[config.mk]
export PLATFORM = sky130hd
export DESIGN_NAME = video_pll_sequencer
export DESIGN_NICKNAME = d
export VERILOG_FILES = /design/src/rtl/video_pll_pkg.sv /design/src/rtl/sync_2ff.sv /design/src/rtl/video_pll_sequencer.sv
export SDC_FILE = /design/constraint.sdc
export NUM_CORES = 1
export LEC_CHECK = 0
export CORE_UTILIZATION = 51
export CTS_CLUSTER_SIZE = 12
export DETAILED_ROUTE_END_ITERATION = 6
export GPL_TIMING_DRIVEN = 0
export PLACE_DENSITY = 0.8
export SLEW_MARGIN = 20
export SYNTH_ARGS = -nofsm -noshare
export SYNTH_HDL_FRONTEND = slang
export SYNTH_SLANG_ARGS = --single-unit
[constraint.sdc]
create_clock -name clk_25mhz -period 2.09 [get_ports clk_25mhz]
set_input_delay 0.418 -clock clk_25mhz [delete_from_list [all_inputs] [get_ports clk_25mhz]]
set_output_delay 0.418 -clock clk_25mhz [all_outputs]
set_load 0.005 [all_outputs]
[src/rtl/video_pll_pkg.sv]
// Shared constants for the video PLL path: FSM state codes, default
// sequencing times and the per-mode pixel-clock frequency table.
package video_pll_pkg;

  // Default timing at the 25 MHz board clock.
  localparam int DEF_NUM_MODES      = 4;
  localparam int DEF_PLL_RST_CYCLES = 16;
  localparam int DEF_LOCK_TIMEOUT   = 250000;   // 10 ms
  localparam int DEF_STABLE_CYCLES  = 2500;     // 100 us
  localparam int DEF_MAX_RETRIES    = 3;
  localparam int DEF_CNT_W          = 8;

  // Sequencer states, kept as plain constants so legacy tools and
  // netlists see a stable encoding.
  localparam int STATE_W = 3;
  localparam logic [STATE_W-1:0] PLL_RST   = 3'd0;
  localparam logic [STATE_W-1:0] WAIT_LOCK = 3'd1;
  localparam logic [STATE_W-1:0] STABLE    = 3'd2;
  localparam logic [STATE_W-1:0] RUN       = 3'd3;
  localparam logic [STATE_W-1:0] FAULT     = 3'd4;

  // Pixel frequency in MHz for each mode index, consumed by the PLL
  // configuration mux (640x480, 800x600, 1024x768, 1280x720-ish).
  localparam int unsigned MODE_FREQ_MHZ [4] = '{25, 40, 65, 75};

  // Frequency lookup with a safe fallback for out-of-table indices.
  function automatic int unsigned mode_freq_mhz(input int unsigned idx);
    if (idx < 4) return MODE_FREQ_MHZ[idx];
    return MODE_FREQ_MHZ[0];
  endfunction

  // Largest of three timing constants; sizes the shared phase timer.
  function automatic int max3(input int a, input int b, input int c);
    int m;
    m = (a > b) ? a : b;
    return (m > c) ? m : c;
  endfunction

endpackage

[src/rtl/sync_2ff.sv]
// Generic two-flop synchronizer, reset to 0, for single-bit or
// quasi-static multi-bit CDC points in the HDMI path.
module sync_2ff #(
  parameter int WIDTH = 1
) (
  input  logic             clk,
  input  logic             rst_n,
  input  logic [WIDTH-1:0] d,
  output logic [WIDTH-1:0] q
);

  logic [WIDTH-1:0] meta;

  // Two back-to-back flops give the first stage a full cycle to settle.
  // NOTE: clocked state uses non-blocking assignments so both flops sample
  // their inputs before either updates; blocking here would collapse the
  // chain into a single stage.
  always_ff @(posedge clk or negedge rst_n) begin
    if (!rst_n) begin
      meta <= '0;
      q    <= '0;
    end else begin
      meta <= d;
      q    <= meta;
    end
  end

endmodule

[src/rtl/video_pll_sequencer.sv]
// Run-time mode switch controller for the HDMI/VGA PLL: pulses the PLL
// reset, qualifies lock with a timeout and a stability window, retries,
// and keeps the pixel pipeline in reset until the clocks are trustworthy.
module video_pll_sequencer
  import video_pll_pkg::*;
#(
  parameter int NUM_MODES      = DEF_NUM_MODES,
  parameter int MODE_W         = $clog2(NUM_MODES),
  parameter int PLL_RST_CYCLES = DEF_PLL_RST_CYCLES,
  parameter int LOCK_TIMEOUT   = DEF_LOCK_TIMEOUT,
  parameter int STABLE_CYCLES  = DEF_STABLE_CYCLES,
  parameter int MAX_RETRIES    = DEF_MAX_RETRIES,
  parameter int CNT_W          = DEF_CNT_W
) (
  input  logic              clk_25mhz,
  input  logic              rst_n,
  input  logic [MODE_W-1:0] mode_sel,
  input  logic              mode_req,
  input  logic              pll_locked_async,
  output logic              pll_rst,
  output logic [MODE_W-1:0] pll_mode,
  output logic              video_rst_n,
  output logic              mode_ready,
  output logic              busy,
  output logic              fault,
  output logic [1:0]        retry_cnt,
  output logic [CNT_W-1:0]  lock_loss_cnt
);

  // One timer serves the reset pulse, the lock timeout and the stability
  // window, since only one of them is ever running.
  localparam int TMR_MAX = max3(PLL_RST_CYCLES, LOCK_TIMEOUT, STABLE_CYCLES);
  localparam int TMR_W   = (TMR_MAX > 2) ? $clog2(TMR_MAX) : 1;

  localparam logic [TMR_W-1:0] RST_LAST     = TMR_W'(PLL_RST_CYCLES - 1);
  localparam logic [TMR_W-1:0] TIMEOUT_LAST = TMR_W'(LOCK_TIMEOUT - 1);
  localparam logic [TMR_W-1:0] STABLE_LAST  = TMR_W'(STABLE_CYCLES - 1);
  localparam logic [1:0]       RETRY_LAST   = 2'(MAX_RETRIES - 1);

  logic               lock_s;
  logic [STATE_W-1:0] state_q, state_d;
  logic [TMR_W-1:0]   tmr_q, tmr_d;
  logic [1:0]         retry_d;
  logic [MODE_W-1:0]  mode_d;
  logic               loss_inc;
  logic               attempt_failed;
  logic               req_ok;

  sync_2ff #(
    .WIDTH (1)
  ) u_lock_sync (
    .clk   (clk_25mhz),
    .rst_n (rst_n),
    .d     (pll_locked_async),
    .q     (lock_s)
  );

  // Requests naming a mode outside the table are dropped entirely.
  assign req_ok = mode_req && (32'(mode_sel) < NUM_MODES);

  // Next-state, timer, retry and mode selection for the sequencer.
  // NOTE: every signal written here gets a default first, so no path can
  // leave one unassigned and infer a latch.
  always_comb begin
    state_d        = state_q;
    tmr_d          = tmr_q;
    retry_d        = retry_cnt;
    mode_d         = pll_mode;
    loss_inc       = 1'b0;
    attempt_failed = 1'b0;

    case (state_q)
      PLL_RST: begin
        if (tmr_q == RST_LAST) begin
          state_d = WAIT_LOCK;
          tmr_d   = '0;
        end else begin
          tmr_d = tmr_q + TMR_W'(1);
        end
      end

      WAIT_LOCK: begin
        if (lock_s) begin
          state_d = STABLE;
          tmr_d   = '0;
        end else if (tmr_q == TIMEOUT_LAST) begin
          attempt_failed = 1'b1;
        end else begin
          tmr_d = tmr_q + TMR_W'(1);
        end
      end

      STABLE: begin
        if (!lock_s) begin
          attempt_failed = 1'b1;
        end else if (tmr_q == STABLE_LAST) begin
          state_d = RUN;
          tmr_d   = '0;
        end else begin
          tmr_d = tmr_q + TMR_W'(1);
        end
      end

      RUN: begin
        // A lock drop in service restarts the same mode with a fresh
        // retry budget.
        if (!lock_s) begin
          loss_inc = 1'b1;
          retry_d  = '0;
          state_d  = PLL_RST;
          tmr_d    = '0;
        end
      end

      FAULT: begin
        state_d = FAULT;
      end

      default: begin
        state_d = PLL_RST;
        tmr_d   = '0;
      end
    endcase

    // A failed attempt either re-pulses the PLL or gives up.
    if (attempt_failed) begin
      tmr_d = '0;
      if (retry_cnt < RETRY_LAST) begin
        retry_d = retry_cnt + 2'd1;
        state_d = PLL_RST;
      end else begin
        state_d = FAULT;
      end
    end

    // A valid request overrides every other event this cycle and aborts
    // whatever is in flight. pll_mode doubles as the one-deep pending
    // slot: the abort is immediate, so the latest request is always the
    // mode being sequenced.
    if (req_ok) begin
      mode_d  = mode_sel;
      retry_d = '0;
      state_d = PLL_RST;
      tmr_d   = '0;
    end
  end

  // Sequencer state, phase timer, retry count, mode and lock-loss count.
  always_ff @(posedge clk_25mhz or negedge rst_n) begin
    if (!rst_n) begin
      state_q       <= PLL_RST;
      tmr_q         <= '0;
      retry_cnt     <= '0;
      pll_mode      <= '0;
      lock_loss_cnt <= '0;
    end else begin
      state_q   <= state_d;
      tmr_q     <= tmr_d;
      retry_cnt <= retry_d;
      pll_mode  <= mode_d;
      if (loss_inc && (lock_loss_cnt != {CNT_W{1'b1}})) begin
        lock_loss_cnt <= lock_loss_cnt + CNT_W'(1);
      end
    end
  end

  // Status outputs registered from the next state, so they change on the
  // same edge as the state and never glitch on a state decode.
  always_ff @(posedge clk_25mhz or negedge rst_n) begin
    if (!rst_n) begin
      pll_rst     <= 1'b1;
      video_rst_n <= 1'b0;
      mode_ready  <= 1'b0;
      busy        <= 1'b1;
      fault       <= 1'b0;
    end else begin
      pll_rst     <= (state_d == PLL_RST) || (state_d == FAULT);
      video_rst_n <= (state_d == RUN);
      mode_ready  <= (state_d == RUN);
      busy        <= (state_d == PLL_RST) || (state_d == WAIT_LOCK) ||
                     (state_d == STABLE);
      fault       <= (state_d == FAULT);
    end
  end

endmodule

==> flow_summary.toml, run 1 <==
[logic_synthesis]
syn-num-nets = 231
async_reset_ff_frac = 1.00
yosysSeqAreaShare = 0.433
synth-main-ff-cell = "dfrtp_1"
yosys_warnings = 0
synth-seq-cells = 39
synth_edf_count = 0
syn_inst = 223
syn_area_um2 = 2260
yosysUniqueCellTypes = 53
avgSynthCellArea_um2 = 10.1

[sta]
drv_slew = 0
setup_slack_ns = -0.00698
rsz0062_at_grt = "true"
max_clock_freq_ghz = 0.477
skew_ns = 0.00524
tns_ns = -0.0195
finalSetupViolations = 4
max_slew_margin = 0.615
hold_viol = 0
period_share = 1.00
max_slew.worst_pin.slew_ns = 0.572
min_period_ns = 2.10

[placement]
dp_hpwl_um = 3150
port_buffers = 21
placed_area_um2 = 2560
routabilityCongestion = 0.868

[worst_setup_path]
reg2regPathDepth = 8
cp_cell_sequence = "or4_4 > nor4_4 > buf_4 > a41oi_4 > o21ai_4 > buf_12 > clkbuf_16 > o21ai_2"
crit_cells = 8
worst_path_max_delay_cell = "or4_4"
r2r-start = "tmr_q[9]"
worstPathRequired_ns = 2.28
slowest_delay_ns = 0.57
cp.arrival_ns = 2.29
r2r_setup_slack_ns = -0.007
crit_buf_inv = 3
critPathMaxFanout = 6
crit_type = "reg2reg"
setup.worst_path.end_class = "register"
critPathLaunchType = "register"
timing.rr.end = "tmr_q[15]"
path_delay_family = "simple AND/OR/NAND/NOR gates"

[pwr]
netSwitchingFraction = 0.248
p_leak_nw = 1.17
power_density_nw_per_um2 = 474
p_seq_frac = 0.557
vdd.ir_drop.worst_mv = 0.261
p_sw_mw = 0.346
total_power_mw = 1.39
clkPwrFrac = 0.371
p_int_mw = 1.05
pwr-share-comb = 0.072

[cts]
clock_latency_ns = 0.30
cts.sinks = 39
cts_buffers = 5
tritoncts = "done"
cts_max_path_buffers = 2
htree_levels = 2
clk_pin_slew_worst_paths_ns = 0.08
postCtsHoldBufs = 0
root_buffer = "clkbuf_8"

[finish]
fin_area_um2 = 2940
fill_cells = 292
seq_area_um2 = 983
n_antenna_cell = 0
final_cell_mix = "33 x dfrtp_1, 30 x nand2_1, 20 x clkdlybuf4s50_1, 19 x nor2_1, 18 x buf_4"
utilization = 0.713
nets = 280
syn_to_final_growth_pct = 29.8
multi_input_area_um2 = 1190
drive_gt1_frac = 0.311
final_common_cell = "dfrtp_1"

[hold_path]
holdCritPathClass = "in2async"

[global_route]
overflow = 0
grt_pass1_vias = 1706
grt_use_total = 0.230
grt_first_pass_wirelength_um = 7850
antenna_found_initial = 0
grt_max_degree = 21

[route]
routed_wl_um = 5110
wire_per_inst_um = 15.8
drtIter0Drc = 134
vias_per_cell = 5.79
drc = 0
dr.pass1.iters = 4
num_vias = 1869
ant_nets = 0

[die]
die_w_um = 68.6
num_io_pins = 23
die_h_um = 68.6
start_util = 0.549
dieArea_um2 = 4700
core_um2 = 4120
core.rowCount = 23

[status]
violations = "setup timing"
status = "complete, but fails checks"

[run]
max_cap_violations = 0
[state kept, by name, summed over array words and instances (netlist names)]
| signal | cells |
|---|---|
| busy | 1 |
| fault | 1 |
| lock_loss_cnt | 8 |
| mode_ready | 1 |
| pll_mode | 2 |
| pll_rst | 1 |
| retry_cnt | 2 |
| state_q | 3 |
| tmr_q | 18 |
| u_lock_sync.meta | 1 |
| u_lock_sync.q | 1 |
[power by group through the flow]
stage / logic [mW] / clock network, mW / registers (mW)
floorplan: 0.0343 / 0 / 0.788
global placement: 0.0714 / 0 / 0.789
detailed placement: 0.0775 / 0 / 0.790
CTS: 0.0879 / 0.525 / 0.775
global route: 0.109 / 0.553 / 0.777
finish: 0.100 / 0.517 / 0.775
[area by class of cell]
cell class                      instances  share of cell area
Clock inverter                          3             0.00682
Inverter                                8              0.0102
Timing Repair Buffer                   43               0.146
Sequential cell                        39               0.335
Buffer                                 11              0.0520
Tap cell                               50              0.0213
Clock buffer                            5              0.0234
Multi-Input combinational cell        164               0.405
[per-stage QoR]
step / worst slack [ns] / std cells / hold WS, ns
6_report: -0.00698 / 323 / 0.0739
5_1_grt: -0.0689 / 323 / 0.0996
4_1_cts: -0.0983 / 316 / 0.0850
3_5_place_dp: -0.209 / 295 / 0.337
3_3_place_gp: -0.320 / 294 / 0.336
2_1_floorplan: 0.0518 / 223 / 0.122
[repair_timing]
item | CTS | global route
cloned | 1 | 1
setup buffers | 12 | 7
setup endpoints to repair | 19 | 25
resized for setup | 11 | 16
pin swaps | 8 | 18
[synthesized netlist by cell type, types with 3 or more instances]
cell / n / area, um^2
a21oi_1: 8 / 40.0
and2_1: 3 / 18.8
clkbuf_8: 3 / 41.3
dfrtp_1: 37 / 926
inv_1: 8 / 30.0
mux2_2: 4 / 45.0
mux2i_1: 4 / 40.0
nand2_1: 30 / 113
nand2b_1: 3 / 18.8
nand3_1: 9 / 45.0
nand4_1: 4 / 25.0
nor2_1: 19 / 71.3
nor3_1: 4 / 20.0
nor4_1: 4 / 25.0
o211ai_1: 12 / 90.1
o21ai_0: 4 / 20.0
o21ai_2: 8 / 70.1
or3_1: 3 / 18.8
xnor2_1: 6 / 52.6
xor2_1: 4 / 35.0
[kinds of logic after synthesis]
logic type,count (synthesis),share of synthesized area
DFF,39,0.433
and+or+nand+nor,100,0.250
muxes,8,0.0376
adders and majority gates,2,0.0111
AOI/OAI and AO/OA,44,0.149
xor gates and xnor gates,10,0.0387
buffers and inverters,20,0.0808
[layer usage]
layer,wire (um),share of wire,GRT usage,vias to the layer above
met4,150,0.029,0.0964,0
met3,306,0.060,0.0493,15
met2,2420,0.47,0.371,76
li1,-,-,-,895
met5,0,0,0,-
met1,2230,0.44,0.296,883
[worst max path at each step]
stage / start / end / slack, ns
final: tmr_q[9] / tmr_q[15] / -0.007
after global routing: tmr_q[9] / tmr_q[13] / -0.07
after CTS: tmr_q[5] / retry_cnt[0] / -0.1
after detailed placement: tmr_q[5] / tmr_q[14] / -0.21
after global placement: rst_n / pll_mode[0] / -0.32
after floorplan: tmr_q[5] / retry_cnt[0] / 0.05
Power figures use the tool's default switching activity.
==> run 2, diff against run 1 <==
--- a/config.mk
+++ b/config.mk
@@ -9,7 +9,9 @@
 export CTS_CLUSTER_SIZE = 12
 export DETAILED_ROUTE_END_ITERATION = 6
 export GPL_TIMING_DRIVEN = 0
+export HOLD_SLACK_MARGIN = 0.02
 export PLACE_DENSITY = 0.8
+export REMOVE_ABC_BUFFERS = 1
 export SLEW_MARGIN = 20
 export SYNTH_ARGS = -nofsm -noshare
 export SYNTH_HDL_FRONTEND = slang
==> run 2 against run 1 <==
The run still ends with setup timing left. Utilization decreased by 2.8 points. Power increased by 15%. Routed wire length increased by 2.4%. Cell area decreased by 4.0%. First-iteration DRC count increased by 36%. Sequential cell count unchanged. Die area unchanged. Non-clock buffer count decreased by 12. Setup slack got worse by 0.14 ns. Worst hold slack improved by 0.012 ns. Cell count decreased by 3.4%. Register-to-register slack got worse by 0.14 ns. Critical path type unchanged. Critical endpoint is now retry_cnt[0]. Largest cell class unchanged.
==> flow_summary.toml, run 2 (synthesis gave the netlist of run 1 again) <==
[route]
routed_wl_um = 5230
num_vias = 1822
wire_per_inst_um = 16.8
drc = 0
vias_per_cell = 5.84
drtIter0Drc = 182
dr.pass1.iters = 4
ant_nets = 0

[global_route]
grt_max_degree = 21
overflow = 0
grt_pass1_vias = 1718
antenna_found_initial = 0
grt_use_total = 0.233
grt_first_pass_wirelength_um = 8050

[status]
status = "complete, but fails checks"
violations = "setup timing"

[finish]
final_common_cell = "dfrtp_1"
fill_cells = 295
syn_to_final_growth_pct = 24.7
nets = 269
drive_gt1_frac = 0.267
final_cell_mix = "34 x dfrtp_1, 30 x nand2_1, 21 x clkdlybuf4s50_1, 19 x nor2_1"
fin_area_um2 = 2820
n_antenna_cell = 0
largest_reg_flops = 18
regMostFlops = "tmr_q"
reg_top3 = "tmr_q (18), lock_loss_cnt (8), state_q (3)"

[sta]
period_share = 1.07
min_period_ns = 2.23
max_slew.worst_pin.slew_ns = 0.569
max_slew_margin = 0.617
hold_ws_ns = 0.0860
max_clock_freq_ghz = 0.448
setup_slack_ns = -0.142
rsz0062_at_grt = "true"
finalSetupViolations = 20
hold_viol = 0
drv_slew = 0
tns_ns = -1.63
skew_ns = 0.0104

[cts]
clk_pin_slew_worst_paths_ns = 0.08
cts.sinks = 39
htree_levels = 2
tritoncts = "done"
root_buffer = "clkbuf_8"
clock_latency_ns = 0.29
cts_max_path_buffers = 2
cts_buffers = 5

[placement]
routabilityCongestion = 0.843
place_ws_ns = -0.805
port_buffers = 22
dp_hpwl_um = 3000
placed_area_um2 = 2430

[worst_setup_path]
crit_buf_inv = 1
path_delay_family = "simple AND/OR/NAND/NOR gates"
slowest_delay_ns = 0.58
crit_type = "reg2reg"
worstPathRequired_ns = 2.27
setup.worst_path.end_class = "register"
worst_path_max_delay_cell = "or4_4"
critPathLaunchType = "register"
cp_cell_sequence = "or4_4 > nor4_4 > buf_4 > a32oi_2 > nor4_2 > mux2_2"
critPathMaxFanout = 2
cp.arrival_ns = 2.41

[die]
start_util = 0.549
dieArea_um2 = 4700
die_h_um = 68.6
die_w_um = 68.6
num_io_pins = 23
core.rowCount = 23
core_um2 = 4120

[hold_path]
holdCritPathClass = "in2async"

[pwr]
power_density_nw_per_um2 = 569
vdd.ir_drop.worst_mv = 0.422
p_leak_nw = 1.12

[run]
max_cap_violations = 0
run 2: worst reg2reg max path, stage by stage, from the launching register on:
cell and delay, ns:
dfrtp_2 0.41, or4_4 0.58, nor4_4 0.30, buf_4 0.17
a32oi_2 0.12, nor4_2 0.19, mux2_2 0.37
run 2: routing by layer:
| metal | GRT usage | routed length, um | vias to the layer above |
|---|---|---|---|
| met5 | 0 | 0 | - |
| met4 | 0.0938 | 128 | 0 |
| met3 | 0.0510 | 219 | 16 |
| met2 | 0.385 | 2620 | 49 |
| met1 | 0.295 | 2270 | 881 |
| li1 | - | - | 876 |
run 2: area by class of cell:
type | count | area (um^2) | area share
Sequential cell | 39 | 982 | 0.348
Clock buffer | 6 | 72.6 | 0.0257
Clock inverter | 2 | 60.1 | 0.0213
Tap cell | 50 | 62.6 | 0.0222
Inverter | 8 | 30.0 | 0.0107
Multi-Input combinational cell | 165 | 1190 | 0.423
Timing Repair Buffer | 42 | 420 | 0.149
run 2: stage by stage:
step,utilization,instances,power [mW]
floorplan,-,211,0.815
global placement,0.581,283,0.856
global route,0.685,312,1.65
detailed placement,0.590,285,0.863
CTS,0.668,306,1.61
finish,0.685,312,1.60
run 2: worst paths after layout:
check,cells after the start,startpoint,slack [ns],endpoint
max,6,tmr_q[10],-0.14,retry_cnt[0]
min,1,rst_n,0.09,retry_cnt[1]
max reg2reg,6,tmr_q[10],-0.14,retry_cnt[0]
min reg2reg,0,u_lock_sync.meta,0.36,u_lock_sync.q
max in group asynchronous,2,rst_n,1.46,busy
min in group clk_25mhz,0,u_lock_sync.meta,0.36,u_lock_sync.q
run 2: what timing repair did:
action | in CTS | in global routing
cloned | 0 | 1
hold buffers | 0 | 0
gates resized for setup | 14 | 6
setup buffers | 13 | 5
pin swaps | 7 | 8
endpoints found under the setup margin | 21 | 25
run 2: power by group:
group          internal, mW  switching [mW]  total [mW]
logic                0.0461          0.0477      0.0938
clock network         0.477           0.256       0.733
registers             0.765          0.0106       0.776
